==> config.mk <==
export PLATFORM = sky130hd
export DESIGN_NAME = spi_tx_buffered
export DESIGN_NICKNAME = d
export VERILOG_FILES = /design/src/rtl/spi_tx_buffered.sv
export SDC_FILE = /design/constraint.sdc
export NUM_CORES = 1
export LEC_CHECK = 0
export ABC_CLOCK_PERIOD_IN_PS = 3200
export BUFFER_PORTS_ARGS = -buffer_cell sky130_fd_sc_hd__buf_2
export CAP_MARGIN = 20
export CORE_MARGIN = 2
export CORE_UTILIZATION = 58
export CTS_CLUSTER_DIAMETER = 80
export DETAILED_ROUTE_END_ITERATION = 12
export PLACE_DENSITY = 0.83
export SETUP_SLACK_MARGIN = 0.5
export SLEW_MARGIN = 15
export SYNTH_ARGS = -nofsm -noshare
export SYNTH_HDL_FRONTEND = slang
export SYNTH_SLANG_ARGS = --single-unit
==> constraint.sdc <==
create_clock -name clk -period 3.2 [get_ports clk]
set_input_delay 0.16 -clock clk [delete_from_list [all_inputs] [get_ports clk]]
set_output_delay 0.16 -clock clk [all_outputs]
set_load 0.02 [all_outputs]
==> src/rtl/spi_tx_buffered.sv <==
// SPI peripheral transmitter in the system clock domain: oversampled sck/csn,
// all four SPI modes, MSB/LSB-first, fed from a small word FIFO.
module spi_tx_buffered #(
    parameter int             pBits     = 8,
    parameter int             pDepth    = 4,
    parameter int             pCpol     = 0,
    parameter int             pCpha     = 0,
    parameter int             pLsbFirst = 0,
    parameter logic [pBits-1:0] pFill   = '0
) (
    input  logic                      clk,
    input  logic                      rst_n,
    input  logic                      sck,
    input  logic                      csn,
    output logic                      sdo,
    input  logic [pBits-1:0]          wr_data,
    input  logic                      wr_stb,
    output logic                      wr_ready,
    output logic [$clog2(pDepth):0]   level,
    output logic                      word_done,
    output logic                      underrun,
    output logic                      abort
);
    localparam int AW = $clog2(pDepth);
    localparam int CW = AW + 1;
    localparam int BW = $clog2(pBits);
    localparam logic [CW-1:0] DEPTH = CW'(pDepth);
    localparam logic [BW-1:0] LAST  = BW'(pBits - 1);
    localparam logic CPOL = pCpol[0];
    localparam logic CPHA = pCpha[0];
    localparam logic LSBF = pLsbFirst[0];

    typedef enum logic {IDLE, SHIFT} state_t;

    logic sck_s1_q, sck_s2_q, sck_h_q;
    logic csn_s1_q, csn_s2_q, csn_h_q;
    logic leading, trailing, selecting, deselecting;

    state_t state_q, state_d;
    logic [pBits-1:0] shreg_q, shreg_d;
    logic [BW-1:0] cnt_q, cnt_d;
    logic sdo_q, sdo_d;
    logic loaded_q, loaded_d;
    logic word_done_q, word_done_d;
    logic underrun_q, underrun_d;
    logic abort_q, abort_d;
    logic load;

    logic [pBits-1:0] mem_q [pDepth];
    logic [AW-1:0] wptr_q, rptr_q;
    logic [CW-1:0] count_q, count_d;
    logic wr_ready_q;
    logic push, pop;
    logic [pBits-1:0] load_word;

    always_ff @(posedge clk or negedge rst_n) begin
        if (!rst_n) begin
            sck_s1_q <= CPOL;
            sck_s2_q <= CPOL;
            sck_h_q  <= CPOL;
            csn_s1_q <= 1'b1;
            csn_s2_q <= 1'b1;
            csn_h_q  <= 1'b1;
        end else begin
            sck_s1_q <= sck;
            sck_s2_q <= sck_s1_q;
            sck_h_q  <= sck_s2_q;
            csn_s1_q <= csn;
            csn_s2_q <= csn_s1_q;
            csn_h_q  <= csn_s2_q;
        end
    end

    assign leading     = (sck_h_q == CPOL) && (sck_s2_q != CPOL);
    assign trailing    = (sck_h_q != CPOL) && (sck_s2_q == CPOL);
    assign selecting   = !csn_s2_q && csn_h_q;
    assign deselecting = csn_s2_q && !csn_h_q;

    // No bypass: an empty FIFO yields the fill word even if a push lands this cycle.
    assign push      = wr_stb && wr_ready_q;
    assign pop       = load && (count_q != '0);
    assign load_word = (count_q != '0) ? mem_q[rptr_q] : pFill;

    always_comb begin
        count_d = count_q;
        case ({push, pop})
            2'b10:   count_d = count_q + CW'(1);
            2'b01:   count_d = count_q - CW'(1);
            default: count_d = count_q;
        endcase
    end

    always_ff @(posedge clk or negedge rst_n) begin
        if (!rst_n) begin
            wptr_q     <= '0;
            rptr_q     <= '0;
            count_q    <= '0;
            wr_ready_q <= 1'b1;
        end else begin
            if (push) wptr_q <= wptr_q + AW'(1);
            if (pop)  rptr_q <= rptr_q + AW'(1);
            count_q    <= count_d;
            wr_ready_q <= (count_d != DEPTH);
        end
    end

    always_ff @(posedge clk) begin
        if (push) mem_q[wptr_q] <= wr_data;
    end

    always_comb begin
        state_d     = state_q;
        shreg_d     = shreg_q;
        cnt_d       = cnt_q;
        sdo_d       = sdo_q;
        loaded_d    = loaded_q;
        word_done_d = 1'b0;
        abort_d     = 1'b0;
        load        = 1'b0;
        case (state_q)
            IDLE: begin
                sdo_d = 1'b0;
                if (selecting) begin
                    state_d  = SHIFT;
                    loaded_d = 1'b0;
                    cnt_d    = '0;
                    load     = !CPHA;
                end
            end
            default: begin
                if (deselecting) begin
                    state_d  = IDLE;
                    sdo_d    = 1'b0;
                    loaded_d = 1'b0;
                    abort_d  = CPHA ? (loaded_q && cnt_q != '0) : (cnt_q != LAST);
                end else if ((!CPHA && trailing) || (CPHA && leading)) begin
                    if (cnt_q == '0) begin
                        load        = 1'b1;
                        word_done_d = !CPHA;
                    end else begin
                        cnt_d = cnt_q - BW'(1);
                        if (LSBF) begin
                            shreg_d = {1'b0, shreg_q[pBits-1:1]};
                            sdo_d   = shreg_q[1];
                        end else begin
                            shreg_d = {shreg_q[pBits-2:0], 1'b0};
                            sdo_d   = shreg_q[pBits-2];
                        end
                    end
                end else if (CPHA && trailing && cnt_q == '0 && loaded_q) begin
                    word_done_d = 1'b1;
                end
            end
        endcase
        if (load) begin
            shreg_d  = load_word;
            sdo_d    = LSBF ? load_word[0] : load_word[pBits-1];
            cnt_d    = LAST;
            loaded_d = 1'b1;
        end
    end

    assign underrun_d = load && (count_q == '0);

    always_ff @(posedge clk or negedge rst_n) begin
        if (!rst_n) begin
            state_q     <= IDLE;
            cnt_q       <= '0;
            sdo_q       <= 1'b0;
            loaded_q    <= 1'b0;
            word_done_q <= 1'b0;
            underrun_q  <= 1'b0;
            abort_q     <= 1'b0;
        end else begin
            state_q     <= state_d;
            cnt_q       <= cnt_d;
            sdo_q       <= sdo_d;
            loaded_q    <= loaded_d;
            word_done_q <= word_done_d;
            underrun_q  <= underrun_d;
            abort_q     <= abort_d;
        end
    end

    always_ff @(posedge clk) begin
        shreg_q <= shreg_d;
    end

    assign sdo       = sdo_q;
    assign wr_ready  = wr_ready_q;
    assign level     = count_q;
    assign word_done = word_done_q;
    assign underrun  = underrun_q;
    assign abort     = abort_q;
endmodule

Word-level counts from Yosys, hierarchy flattened
Memories as Yosys holds them, arrays and structs flattened.
Cells that the tools add are included.
{ "totals": {"reg_bits": 29, "latchBits": 0, "ram_bits": 32, "mem_bits_ro": 0, "input_bits": 13, "out_inout_bits": 8, "elab_cells": 82, "memories": 1} }
{ "mem_list": {"columns": ["name", "words", "word_bits", "rd", "rd_ports_with_merged_regs", "write_ports", "line", "source"], "rows": [
  ["mem_q", 4, 8, 1, 0, 1, "49", "logic [pBits-1:0] mem_q [pDepth];"]
]} }
{ "classes": {"n_addsub": 5, "mul": 0, "div": 0, "n_lt_le_gt_ge": 0, "eq_ne": 11, "shifts": 0, "mux": 30, "bitwise_logic": 1, "n_reduce_logical": 17} }
{ "op_table": {"columns": ["cell", "n"], "rows": [
  ["$mux 7", 5],
  ["$mux 3", 6],
  ["$mux 1", 17],
  ["$ne 3x3->1 const B", 3],
  ["$mux 8", 1],
  ["$reduce_and 4->1", 2],
  ["$logic_and 1x1->1", 6],
  ["$logic_not 3->1", 2],
  ["$ne 3x2->1 const B", 2],
  ["$pmux 3 s2", 1],
  ["$reduce_bool 3->1", 2],
  ["$sub 3x1->3 const B", 2],
  ["$add 2x1->2 const B", 2],
  ["$ne 4x3->1 const B", 1],
  ["$ne 4x4->1 const B", 1],
  ["$reduce_bool 2->1", 2],
  ["$add 3x1->3 const B", 1],
  ["$eq 2x1->1 const B", 1],
  ["$eq 2x2->1 const B", 1],
  ["$logic_not 1->1", 2],
  ["$ne 2x1->1 const B", 1],
  ["$ne 2x2->1 const B", 1],
  ["$reduce_and 2->1", 1],
  ["$not 1->1", 1]
]} }

Logic depth before layout (Yosys ltp)
{ "depth": {"word_depth": 9, "depth_mapped": 13, "mapped_depth_nobuf": 13} }

Least setup slack after synthesis
No wires, ideal clock.
{ "synth_timing": {"kind": "flip-flop to flip-flop", "from": "register cnt_q[0]", "to": "register wr_ready_q (netlist: wr_ready)", "setup_time_ns": 0.082, "arrival_time_ns": 2.205, "setup_slack_ns": 0.912, "path_stages_with_launch": 14, "n_path_buf": 0, "cell_sequence": "dfrtp_1 > inv_1 > ha_1 > ha_1 > and4_4 > o21ai_2 > inv_1 > ha_1 > inv_1 > fa_1 > xor2_1 > nor2_1 > xor2_1 > nand2_1"} }
{ "synth_via": {"elab_chain_len": 9, "elab_cells_between_ends": 10, "classes_between": "3 x eq/ne; 5 x mux; 2 x reduce/logical"} }
{ "synth_rtl": {"columns": ["element", "line", "source"], "rows": [
  ["start, declared", "41", "logic [BW-1:0] cnt_q, cnt_d;"],
  ["start signal, assigned", "176", "cnt_q <= cnt_d;"],
  ["$logic_not 3->1 *", "137", "if (cnt_q == '0) begin"],
  ["$mux 1 *", "137", null],
  ["$mux 1 *", "136", "end else if ((!CPHA && trailing) || (CPHA && leading)) begin"],
  ["$mux 1 *", "131", "if (deselecting) begin"],
  ["$mux 1 *", "120", "case (state_q)"],
  ["$logic_and 1x1->1 *", "81", "assign pop = load && (count_q != '0);"],
  ["named net pop", "53", "logic push, pop;"],
  ["$eq 2x1->1 / $eq 2x2->1 (equally long branches)", "86", "case ({push, pop})"],
  ["$pmux 3 s2 *", "86", null],
  ["named net count_d[2]", "51", "logic [CW-1:0] count_q, count_d;"],
  ["$ne 3x3->1 *", "103", "wr_ready_q <= (count_d != DEPTH);"],
  ["end signal, assigned", "103", null],
  ["end, declared", "52", "logic wr_ready_q;"]
]} }
Mark *: on every way through the listed nets, which the timed path passes. The rest lies on a longest branch.
A chain may end at the register's enable or synchronous reset.

Worst setup path after layout
Ends and elaborated chain as after synthesis.

==> impl_metrics.toml <==
[outcome]
status = "complete, no violations"

[logic_synthesis]
yosys_warnings = 0
synth-main-ff-cell = "edfxtp_1"
synth-compound-area-share = 0.0466
muxShareOfSynthArea = 0.0941
synthAdderAreaFrac = 0.0481
syn_nets = 178
synth_seq_cells = 61
yosys.area_share.simple = 0.0706
synth_edf_count = 39
postSynthAreaPerCell_um2 = 16.0
synth_top_family_by_area = "multiplexers"
netlist_instances = 156
synth_xor_area_frac = 0.0210
syn_area_um2 = 2500
ys_seq_area_frac = 0.691
synth_cell_type_count = 32
synthArstFlopShare = 0.361

[final_layout]
postLayoutCellArea_um2 = 2850
diodes = 0
nNetsFinal = 207
syn_to_final_growth_pct = 13.9
most-common-layout-cells = "edfxtp_1 (39), buf_2 (20), nand2_1 (18), dfrtp_1 (18), inv_1 (10)"
layout_commonest_cell = "edfxtp_1"
drive_above_1_share = 0.295
nFillCells = 264

[min_path]
holdCritStartpoint = "wr_data[5]"
hp-class = "input pin to flip-flop"

[power]
p_int_mw = 1.66
ir_drop_mv = 0.510
seq_power_share = 0.485
p_leak_nw = 1.16
power.share.switching = 0.306
power.switching_mw = 0.733
clkPwrFrac = 0.268
combinationalPowerShare = 0.247
power_density_nw_per_um2 = 841

[worst_setup_path]
worst_path_largest_cell_delay_ns = 0.40
cp_top_family = "adder cells"
crit_start = "cnt_q[0]"
worstSetupStartpointType = "flip-flop"
crit_fanout = 4
path_common_cell = "inv_1"
arrival_ns = 2.77
critPathRequiredTime_ns = 3.46
path_buf_inv = 3
crit_path_end_kind = "flip-flop"
slowest_stage = "dfrtp_1"
worstReg2RegStart = "cnt_q[0]"
critical_path_class = "flip-flop to flip-flop"
crit_chain = "inv_1, ha_1, ha_2, and4_4, o21ai_2, inv_1, ha_1, inv_1, fa_1, xor2_1, nor2_1, xor2_1, nand2_1"

[floorplanning]
die_area_um2 = 4850
rows = 23
fp.dieH_um = 69.6
initial_core_util = 0.611
die_w_um = 69.6
ios = 21
coreArea_um2 = 4090

[place]
io_buffers = 20
place_area_um2 = 2630
routabilityCongestion = 0.685
dp_hpwl_mm = 2.59

[clock_network]
cts_root_buf = "clkbuf_8"
clk_latency_ns = 0.34
postCtsSetupBuffers = 0
htreeDepth = 3
cts_buffer_depth = 2
cts_tree = "built"
cts_buffers = 9
clk_pin_slew_ns = 0.06
clkSinkCount = 61

[sta]
finalCriticalPeriod_ns = 2.51
rsz0062_at_grt = "no"
max_slew.worst_pin.slew_ns = 0.589
tns_ns = 0
setup_viol = 0
hold_viol = 0
relSlewSlack = 0.608
drv_slew = 0
fin_skew_ns = 0.00613
max_freq_ghz = 0.398
period_share = 0.785

[route]
wirelength_mm = 3.98
dr.pass1.iters = 4
dr_total_vias = 1326
post_drt_wl_per_cell_um = 16.6
ant_nets = 0
drc = 0
drt_iter0_markers = 51
vias_per_cell = 5.53

[grt]
grt_usage = 0.188
grt_pass1_wl_mm = 6.74
antenna_found_initial = 0
grt-ovfl-total = 0
grt_max_degree = 23
grt_pass1_vias = 1339

[job]
maxCapViolCount = 0
-- timing repair --
item	CTS	global route
setup endpoints to repair	0	1
hold buffers	3	0
gates resized for setup	0	2
endpoints found under the hold margin	20	0
-- cell type report --
type / instances / area (um2) / share of cell area
Sequential cell: 61 / 1730 / 0.607
Clock inverter: 5 / 51.3 / 0.0180
Timing Repair Buffer: 23 / 130 / 0.0457
Multi-Input combinational cell: 79 / 703 / 0.247
Clock buffer: 11 / 131 / 0.0462
Inverter: 11 / 41.3 / 0.0145
Tap cell: 50 / 62.6 / 0.0220
-- stage by stage --
stage	worst slack (ns)	utilization	instances	hold WS [ns]	power [mW]
floorplan	0.912	-	156	-0.136	1.60
global placement	0.808	0.644	221	0.142	1.71
detailed placement	0.672	0.644	221	0.163	1.76
CTS	0.620	0.696	240	0.0224	2.41
global route	0.492	0.697	240	0.0319	2.53
finish	0.687	0.697	240	0.0342	2.39
-- cells by family after synthesis --
| logic type | count (synthesis) |
|---|---|
| mux | 13 |
| buf+inv | 16 |
| flops | 61 |
| fa+ha+maj | 9 |
| xor+xnor | 6 |
| compound gates | 17 |
| simple gates | 34 |
-- routing by layer --
layer,wire length [um],track usage
met5,0,0
met4,93,0.0897
met3,211,0.0683
met2,1890,0.280
met1,1780,0.249
-- power by group through the flow --
| stage | combinational, mW | clock [mW] | sequential (mW) |
|---|---|---|---|
| CTS | 0.594 | 0.649 | 1.17 |
| finish | 0.591 | 0.641 | 1.16 |
| floorplan | 0.470 | 0 | 1.13 |
| detailed placement | 0.581 | 0 | 1.18 |
| global placement | 0.547 | 0 | 1.17 |
| global route | 0.657 | 0.686 | 1.19 |
-- flip-flops by register name, indices dropped and copies added, names as in the netlist --
name and cells:
csn_s1_q 1, sck_h_q 1, cnt_q 3, csn_s2_q 1, sck_s2_q 1, wr_ready 1, sdo 1, state_q 1
csn_h_q 1, rptr_q 2, abort 1, underrun 1, shreg_q 7, sck_s1_q 1, wptr_q 2, mem_q 32
level 3, word_done 1
-- path summary, 6_finish.rpt --
path,endpoint,slack [ns],depth (start not counted)
max,wr_ready,0.69,13
min,mem_q[2][5],0.03,1
max reg2reg,wr_ready,0.69,13
min reg2reg,sck_s2_q,0.35,0
max in group asynchronous,csn_h_q,2.52,2
min in group asynchronous,state_q,0.32,2
-- synth_stat cells, types with 2 or more instances --
cell type | number | area share
buf_4 | 2 | 0.0060
mux2_2 | 4 | 0.018
edfxtp_1 | 39 | 0.47
nand2_1 | 18 | 0.027
ha_1 | 8 | 0.040
o21ai_0 | 8 | 0.016
o21ai_1 | 4 | 0.0080
and3_1 | 4 | 0.010
inv_1 | 10 | 0.015
xnor2_1 | 3 | 0.011
buf_2 | 2 | 0.0040
mux4_2 | 8 | 0.072
nor2_1 | 5 | 0.0075
dfrtp_1 | 18 | 0.18
dfstp_2 | 4 | 0.042
xor2_1 | 3 | 0.011
Power figures use the tool's default switching activity.
